--- config.mk ---
export PLATFORM = sky130hd
export DESIGN_NAME = ecg_r_peak_detector
export DESIGN_NICKNAME = d
export VERILOG_FILES = /design/src/rtl/ecg_r_peak_detector.sv
export SDC_FILE = /design/constraint.sdc
export NUM_CORES = 1
export LEC_CHECK = 0
export CORE_ASPECT_RATIO = 0.9
export CORE_MARGIN = 2
export CORE_UTILIZATION = 35
export CTS_BUF_LIST = sky130_fd_sc_hd__clkbuf_16
export DETAILED_ROUTE_END_ITERATION = 16
export GPL_TIMING_DRIVEN = 1
export HOLD_SLACK_MARGIN = 0.06
export PLACE_DENSITY = 0.54
export SLEW_MARGIN = 10
export SYNTH_ARGS = -nofsm -noshare
export SYNTH_HDL_FRONTEND = slang
export SYNTH_SLANG_ARGS = --single-unit
--- constraint.sdc ---
create_clock -name clk -period 6 [get_ports clk]
set_input_delay 1.8 -clock clk [delete_from_list [all_inputs] [get_ports clk]]
set_output_delay 1.8 -clock clk [all_outputs]
set_load 0.05 [all_outputs]
--- src/rtl/ecg_r_peak_detector.sv ---
// ecg_r_peak_detector
// Finds R-peaks in the filtered ECG sample stream. An IDLE/SEARCH/REFRACT
// state machine tracks the maximum of each above-threshold excursion. It then
// reports that maximum together with the RR interval to the previous peak.
//
// Parameters:
//   MAX_WIDTH   - above-threshold samples in one window before a forced emit (2..255)
//   REFRACT     - valid samples ignored after each emit (1..1023)
// Ports:
//   clk         - single clock
//   reset       - synchronous, active-high
//   sample_valid- sample_in carries a new sample this cycle
//   sample_in   - signed 16-bit filtered ECG sample
//   threshold   - signed 16-bit detection threshold, applied per valid sample
//   peak_valid  - one-cycle pulse, a beat was detected
//   peak_amp    - maximum sample of the last beat (held between emits)
//   rr_interval - index distance to the previous peak, modulo 2^16
//   rr_valid    - high with peak_valid when a previous peak exists
//   beat_count  - peaks since reset, wrapping
module ecg_r_peak_detector #(
    parameter int MAX_WIDTH = 64,
    parameter int REFRACT   = 72
) (
    input  logic               clk,
    input  logic               reset,
    input  logic               sample_valid,
    input  logic signed [15:0] sample_in,
    input  logic signed [15:0] threshold,
    output logic               peak_valid,
    output logic signed [15:0] peak_amp,
    output logic        [15:0] rr_interval,
    output logic               rr_valid,
    output logic        [15:0] beat_count
);

    typedef enum logic [1:0] {
        ST_IDLE    = 2'd0,
        ST_SEARCH  = 2'd1,
        ST_REFRACT = 2'd2
    } state_t;

    localparam logic [7:0] MAX_WIDTH_C = 8'(MAX_WIDTH);
    localparam logic [9:0] REFRACT_C   = 10'(REFRACT);

    state_t             state_r, state_nxt_s;
    logic        [15:0] idx_r, idx_nxt_s;
    logic        [7:0]  width_r, width_nxt_s, width_inc_s;
    logic        [9:0]  ref_cnt_r, ref_cnt_nxt_s, ref_inc_s;
    logic signed [15:0] max_r, max_nxt_s;
    logic        [15:0] max_idx_r, max_idx_nxt_s;
    logic        [15:0] last_idx_r, last_idx_nxt_s;
    logic               have_last_r, have_last_nxt_s;
    logic               above_s, emit_s;
    logic               peak_valid_nxt_s, rr_valid_nxt_s;
    logic signed [15:0] peak_amp_nxt_s;
    logic        [15:0] rr_interval_nxt_s, beat_count_nxt_s;

    // Next-state and output computation for the detector state machine.
    always_comb begin
        state_nxt_s       = state_r;
        idx_nxt_s         = idx_r;
        width_nxt_s       = width_r;
        ref_cnt_nxt_s     = ref_cnt_r;
        max_nxt_s         = max_r;
        max_idx_nxt_s     = max_idx_r;
        emit_s            = 1'b0;
        width_inc_s       = width_r + 8'd1;
        ref_inc_s         = ref_cnt_r + 10'd1;
        above_s           = (sample_in > threshold);

        if (sample_valid) begin
            idx_nxt_s = idx_r + 16'd1;
            case (state_r)
                ST_IDLE: begin
                    if (above_s) begin
                        state_nxt_s   = ST_SEARCH;
                        max_nxt_s     = sample_in;
                        max_idx_nxt_s = idx_r;
                        width_nxt_s   = 8'd1;
                    end else begin
                        state_nxt_s   = ST_IDLE;
                    end
                end
                ST_SEARCH: begin
                    if (above_s) begin
                        // Strict compare so a tie keeps the earliest index.
                        if (sample_in > max_r) begin
                            max_nxt_s     = sample_in;
                            max_idx_nxt_s = idx_r;
                        end else begin
                            max_nxt_s     = max_r;
                        end
                        width_nxt_s = width_inc_s;
                        emit_s      = (width_inc_s == MAX_WIDTH_C);
                    end else begin
                        // Falling below threshold closes the window; this
                        // sample is not a candidate.
                        emit_s = 1'b1;
                    end
                end
                ST_REFRACT: begin
                    ref_cnt_nxt_s = ref_inc_s;
                    if (ref_inc_s == REFRACT_C) begin
                        state_nxt_s = ST_IDLE;
                    end else begin
                        state_nxt_s = ST_REFRACT;
                    end
                end
                default: begin
                    state_nxt_s = ST_IDLE;
                end
            endcase
        end else begin
            idx_nxt_s = idx_r;
        end

        peak_valid_nxt_s = emit_s;
        rr_valid_nxt_s   = emit_s & have_last_r;

        // The emit uses the candidate including the terminating sample, so a
        // forced (width) emit can report a maximum set on that same sample.
        if (emit_s) begin
            peak_amp_nxt_s    = max_nxt_s;
            rr_interval_nxt_s = max_idx_nxt_s - last_idx_r;
            last_idx_nxt_s    = max_idx_nxt_s;
            have_last_nxt_s   = 1'b1;
            beat_count_nxt_s  = beat_count + 16'd1;
            state_nxt_s       = ST_REFRACT;
            ref_cnt_nxt_s     = 10'd0;
        end else begin
            peak_amp_nxt_s    = peak_amp;
            rr_interval_nxt_s = rr_interval;
            last_idx_nxt_s    = last_idx_r;
            have_last_nxt_s   = have_last_r;
            beat_count_nxt_s  = beat_count;
        end
    end

    // State and registered outputs; reset wins over any sample.
    always_ff @(posedge clk) begin
        if (reset) begin
            state_r     <= ST_IDLE;
            idx_r       <= 16'd0;
            width_r     <= 8'd0;
            ref_cnt_r   <= 10'd0;
            max_r       <= 16'sd0;
            max_idx_r   <= 16'd0;
            last_idx_r  <= 16'd0;
            have_last_r <= 1'b0;
            peak_valid  <= 1'b0;
            peak_amp    <= 16'sd0;
            rr_interval <= 16'd0;
            rr_valid    <= 1'b0;
            beat_count  <= 16'd0;
        end else begin
            state_r     <= state_nxt_s;
            idx_r       <= idx_nxt_s;
            width_r     <= width_nxt_s;
            ref_cnt_r   <= ref_cnt_nxt_s;
            max_r       <= max_nxt_s;
            max_idx_r   <= max_idx_nxt_s;
            last_idx_r  <= last_idx_nxt_s;
            have_last_r <= have_last_nxt_s;
            peak_valid  <= peak_valid_nxt_s;
            peak_amp    <= peak_amp_nxt_s;
            rr_interval <= rr_interval_nxt_s;
            rr_valid    <= rr_valid_nxt_s;
            beat_count  <= beat_count_nxt_s;
        end
    end

endmodule

# After elaboration in Yosys (flattened, before gate mapping)
# Cells that the tools add are included.
# word_totals
output_inout_bits	50
elab_cells	59
ff_bits	135
# classes
magnitude_cmp	2
muxes	21
addsub	5
eq_ne	7
reduce_logical	8
n_bitwise	2
# ops
cell	n
$mux 16	8
$pmux 16 s2	2
$add 16x1->16 const B	2
$gt 16x16->1	2
$mux 8	2
$pmux 8 s2	1
$sub 16x16->16	1
$add 10x1->10 const B	1
$eq 10x7->1 const B	1
$add 8x1->8 const B	1
$eq 8x7->1 const B	1
$mux 2	3
$ne 2x2->1 const B	3
$pmux 2 s3	1
$reduce_and 2->1	3
$mux 1	4
$reduce_and 4->1	1
$reduce_bool 2->1	2
$eq 2x1->1 const B	1
$eq 2x2->1 const B	1
$logic_not 2->1	1
$reduce_or 2->1	1
$and 1x1->1	1
$not 1->1	1

# Depth between registers and ports, before layout
# logic_depth
depth_word	7
depth_mapped	22
ltp_nobuf	21

# Worst setup path after synthesis
# Ideal clock, no wire load.
# synth_path
path_type	input to register
from	input port threshold[15]
to	register rr_interval[14]
arrival_time_ns	6.106
n_path_buf	1
slack_ns	-0.246
setup_ns	0.140
cell_stages	22
path_cell_list	inv_1 > ha_1 > nand4_1 > or4_1 > a21o_1 > nand4_2 > mux2i_1 > a211o_1 > buf_6 > mux2i_1 > ha_1 > inv_1 > fa_1 > a21o_1 > a21oi_1 > o21bai_1 > a21oi_1 > o21a_1 > o21ai_0 > or4_1 > nand4_1 > o311ai_0
# synth_via
elab_chain_cells	5
elab_cells_between_ends	9
classes_between	1 x add/sub; 1 x order compare; 7 x mux
# synth_lines
element	line	source
from (decl)	28	input logic signed [15:0] threshold,
$gt 16x16->1 (*)	69	above_s = (sample_in > threshold);
$mux 16 (on tied branches)	85, 75	
$pmux 16 s2	73	case (state_r)
$mux 16	71	if (sample_valid) begin
$sub 16x16->16	124	rr_interval_nxt_s = max_idx_nxt_s - last_idx_r;
to (signal assigned)	166	rr_interval <= rr_interval_nxt_s;
to (decl)	31	output logic [15:0] rr_interval,
# Mark *: on every way between the ends. The rest lies on a longest branch, timed or not.
# A chain may end at the register's enable or synchronous reset.

# Worst setup path in the final report
# layout_path
from	input port sample_in[13]
to	register rr_interval[14]
# layout_via
elab_chain_cells	6
elab_cells_between_ends	11
classes_between	1 x add/sub; 2 x order compare; 8 x mux
# layout_lines
element	line	source
from (decl)	27	input logic signed [15:0] sample_in,
$gt 16x16->1	87	if (sample_in > max_r) begin
$mux 16	87	
$mux 16	85	if (above_s) begin
$pmux 16 s2	73	
$mux 16	71	
$sub 16x16->16	124	
# Several ways; a longest one is shown, not always the timed one.

==> results.md <==
- Max-cap violations in this run came to 0.
- The count of nets left with antenna violations once routing finished came out at 0.
- The filler cell count is 1959.
- After the last flow step, the layout net total stands at 1073.
- The maximum fanout along the worst path is 5.
- The most common cell after layout, fill and taps aside is sky130_fd_sc_hd__nor2_1.
- The core region is 19900 sq um.
- In this run the power spent charging and discharging nets is 0.000711 W.
- The overflow left after global routing is 0.
- Each instance of the synthesized netlist takes up on average 8.72 sq um.
- The HPWL after detailed placement is 12.0 mm.
- The count of pins over their slew limit is 0.
- The flow ran to the end, and the final reports show no timing, DRC or antenna violations.
- In this run the horizontal extent of the chip is 154 microns.
- Counting along the longest clock path gives a buffer depth of 2.
- By area the synthesized netlist is led by sky130_fd_sc_hd__dfxtp_1, sky130_fd_sc_hd__ha_1, sky130_fd_sc_hd__nor2_1.
- Across every metal layer, demand over resource in global routing totals 0.163.
- 0 antenna diodes ended up in the layout.
- The proportion of layout cells with a drive suffix above 1 is 0.216.
- For this run, the register share of the synthesized area comes to 0.383.
- In this run the tightest slew margin relative to its limit is 0.461.
- For the pin with the worst max-slew slack, the measured transition is 0.788 ns.
- Clock tree synthesis selected as its root buffer the cell sky130_fd_sc_hd__clkbuf_16.
- The later pin in the worst-skew pair is clocked with a latency of 0.42 ns.
- The average wire per standard cell is 13.6 microns.
- Of the available clock period, the critical path in the final layout requires 0.967.
- The worst-case clock skew is 0.0106 ns.
- The first-pass GRT wire length is 28.5 mm.
- The worst hold path belongs to the class reg -> reg.
- The worst setup path is captured at a register.
- In this run the core area contains 49 standard-cell rows.
- The worst setup path is of the in -> reg kind.
- In this run, synthesis produced a sequential element count of 135.
- The upper clock frequency limit is 0.172 GHz.
- From bottom edge to top edge, the die measures 139 microns.
- The clock edge transition at the registers on the reported setup and hold paths is 0.06 ns.
- In this run the count of I/O pins placed on the die edge is 85.
- The total length of routed wires is 17.1 mm.
- STA classifies the critical path startpoint as a primary input.
- Counting flops with an async set or reset pin after synthesis yields a share of 0.
- The internal power contribution is 0.00172 W.
- The share of total power dissipated in combinational logic is 0.230.
- Yosys mapped the design onto 56 distinct sky130hd cell types.
- TritonCTS built the clock tree.
- OpenSTA, run right after detailed placement, puts the worst setup slack at -0.704 ns.
- The die covers 21300 sq um.
- The number of clock sinks seen by CTS is 135.
- Hold is met by 0.463 ns.
- The total nets after synthesis is 897.
- The worst-case IR drop observed on VDD is 0.201 mV.
- The number of global-route vias before repair is 5814.
- The final non-filler cell area is 9730 sq um.
- The library cells used most frequently in the layout, excluding fill and tap cells, are sky130_fd_sc_hd__nor2_1, sky130_fd_sc_hd__dfxtp_1, sky130_fd_sc_hd__buf_4, sky130_fd_sc_hd__inv_1, sky130_fd_sc_hd__clkdlybuf4s50_1.
- The cell count after synthesis came out at 809.
- The fraction of power spent switching nets is 0.292.
- Across all layers, the routed design uses 5979 vias.
- The number of optimization iterations in the first detailed-route pass is 4.
- The post-placement cell area is 8710 sq um.
- The share of total power dissipated in the clock network is 0.378.
- The number of enable flip-flop cells after synthesis is 0.
- The starting utilization of the core area is 0.355.
- The number of clock buffers inserted by TritonCTS is 17.
- After detailed routing, the number of vias per cell comes to 4.77.
- Setup slack closes at 0.196 ns.
- The count of final hold-check violations came to 0.
- Routability-driven placement finished with a final weighted congestion of 0.807.
- The cell area after technology mapping is 7050 sq um.
- Buffers placed on the I/O ports in this run total 84.
- After detailed routing, the number of remaining DRC violations is 0.
- The finished layout holds 1253 standard cells, fillers aside.
- For this design the ratio of total power to cell area is 250 nW/um^2.
- The maximum number of pins on one net before global-route repair is 77.
- STA puts the critical path data required time at 6.28 ns.
- The area added between synthesis and finish is 38.0%.
- The portion of synthesized cell area occupied by the leading cell type is 0.383.
- The leading area contributor after synthesis is sky130_fd_sc_hd__dfxtp_1.
- The deepest level of the CTS H-tree is 4.
- The hold buffer count at CTS is 0.
- The placed cell count is 1198.
- The total leakage power is 4.06 nW.
- For the worst setup path, the data arrival time is 6.08 ns.
- The worst path needs 5.80 ns of the cycle, external delays included.
- For this block, the initial DRC count from the detailed router was 224.
- The setup violation total in the final timing report is 0.
- The initial antenna violation count was 0.
- The share of total power dissipated in sequential elements is 0.392.
- The total number of yosys warnings is 0.
- For this run, the leading register cell type out of synthesis is sky130_fd_sc_hd__dfxtp_1.
per-stage QoR:
stage                util  setup TNS [ns]  total power (W)
detailed placement  0.438           -4.24          0.00145
finish              0.490               0          0.00243
CTS                 0.476               0          0.00243
global route        0.490         -0.0208          0.00255
global placement    0.438           -3.22          0.00145
floorplan               -               0          0.00128
cells in the mapped netlist, types with 17 or more instances:
library cell               instances
sky130_fd_sc_hd__a211oi_1         32
sky130_fd_sc_hd__a21oi_1          28
sky130_fd_sc_hd__clkbuf_1         17
sky130_fd_sc_hd__dfxtp_1         135
sky130_fd_sc_hd__ha_1             52
sky130_fd_sc_hd__inv_1            70
sky130_fd_sc_hd__mux2i_1          33
sky130_fd_sc_hd__nand2_1          30
sky130_fd_sc_hd__nand3_1          26
sky130_fd_sc_hd__nand4_1          22
sky130_fd_sc_hd__nor2_1          153
sky130_fd_sc_hd__o21ai_0          18
sky130_fd_sc_hd__xnor2_1          19
sky130_fd_sc_hd__xor2_1           33
area by class of cell:
| cell class | instances | area (sq um) | area share |
|---|---|---|---|
| sequential | 135 | 2700 | 0.278 |
| inverter | 70 | 263 | 0.0270 |
| tap | 255 | 319 | 0.0328 |
| clock buffer | 17 | 425 | 0.0437 |
| multi-input combinational | 568 | 4200 | 0.431 |
| clock inverter | 15 | 91.3 | 0.00939 |
| timing repair buffer | 193 | 1730 | 0.178 |
state kept, by name, indices dropped and copies added, names as in the netlist:
name,count
max_r,16
rr_interval,16
max_idx_r,16
width_r,8
have_last_r,1
idx_r,16
state_r,2
last_idx_r,16
ref_cnt_r,10
beat_count,16
rr_valid,1
peak_amp,16
peak_valid,1
metal layers:
metal  vias up  wire [microns]  global-route usage
met3        17             624              0.0434
li1       3117               -                   -
met4         0             211              0.0507
met2        75            7570               0.249
met5         -               0                   0
met1      2770            8680               0.226
path summary, 6_finish.rpt:
path | start | end | slack, ns | depth (start not counted)
worst min register to register | have_last_r | rr_valid | 0.46 | 1
worst min-delay path | have_last_r | rr_valid | 0.46 | 1
worst max-delay path | sample_in[13] | rr_interval[14] | 0.20 | 21
worst max register to register | max_r[5] | rr_interval[14] | 1.56 | 21
cells by family (layout without fill, tap and decap cells):
logic type	Yosys count	after routing	synth area share
compound gates	123	123	0.121
buf+inv	106	295	0.0674
flops	135	135	0.383
fa+ha+maj	53	53	0.0951
mux	42	42	0.0681
simple gates	298	298	0.200
xor+xnor	52	52	0.0646
timing repair:
action                                  4_1_cts  5_1_grt
pin swaps                                    21       35
endpoints found under the setup margin        6        9
gates resized for setup                      33       50
buffers inserted                             18        8
power by group through the flow:
stage | sequential (W) | combinational (W) | clock (W)
finish | 0.000953 | 0.000561 | 0.000921
global route | 0.000958 | 0.000615 | 0.000980
CTS | 0.000953 | 0.000528 | 0.000945
detailed placement | 0.000972 | 0.000479 | 0
global placement | 0.000972 | 0.000480 | 0
floorplan | 0.00101 | 0.000273 | 0
critical path: stages:
cell	delay, ns
sky130_fd_sc_hd__dlygate4sd2_1	0.28
sky130_fd_sc_hd__buf_4	0.15
sky130_fd_sc_hd__ha_1	0.29
sky130_fd_sc_hd__a21o_1	0.19
sky130_fd_sc_hd__a211o_1	0.29
sky130_fd_sc_hd__a2111o_1	0.43
sky130_fd_sc_hd__a31oi_4	0.16
sky130_fd_sc_hd__a211o_4	0.18
sky130_fd_sc_hd__mux2i_4	0.25
sky130_fd_sc_hd__ha_2	0.20
sky130_fd_sc_hd__inv_2	0.04
sky130_fd_sc_hd__fa_2	0.33
sky130_fd_sc_hd__a21o_1	0.17
sky130_fd_sc_hd__a21oi_2	0.17
sky130_fd_sc_hd__o21bai_1	0.09
sky130_fd_sc_hd__a21oi_2	0.14
sky130_fd_sc_hd__o21a_1	0.15
sky130_fd_sc_hd__o21ai_1	0.07
sky130_fd_sc_hd__or4_4	0.49
sky130_fd_sc_hd__nand4_1	0.10
sky130_fd_sc_hd__o311ai_1	0.10
Note: power is estimated with default switching activity, not from simulation.
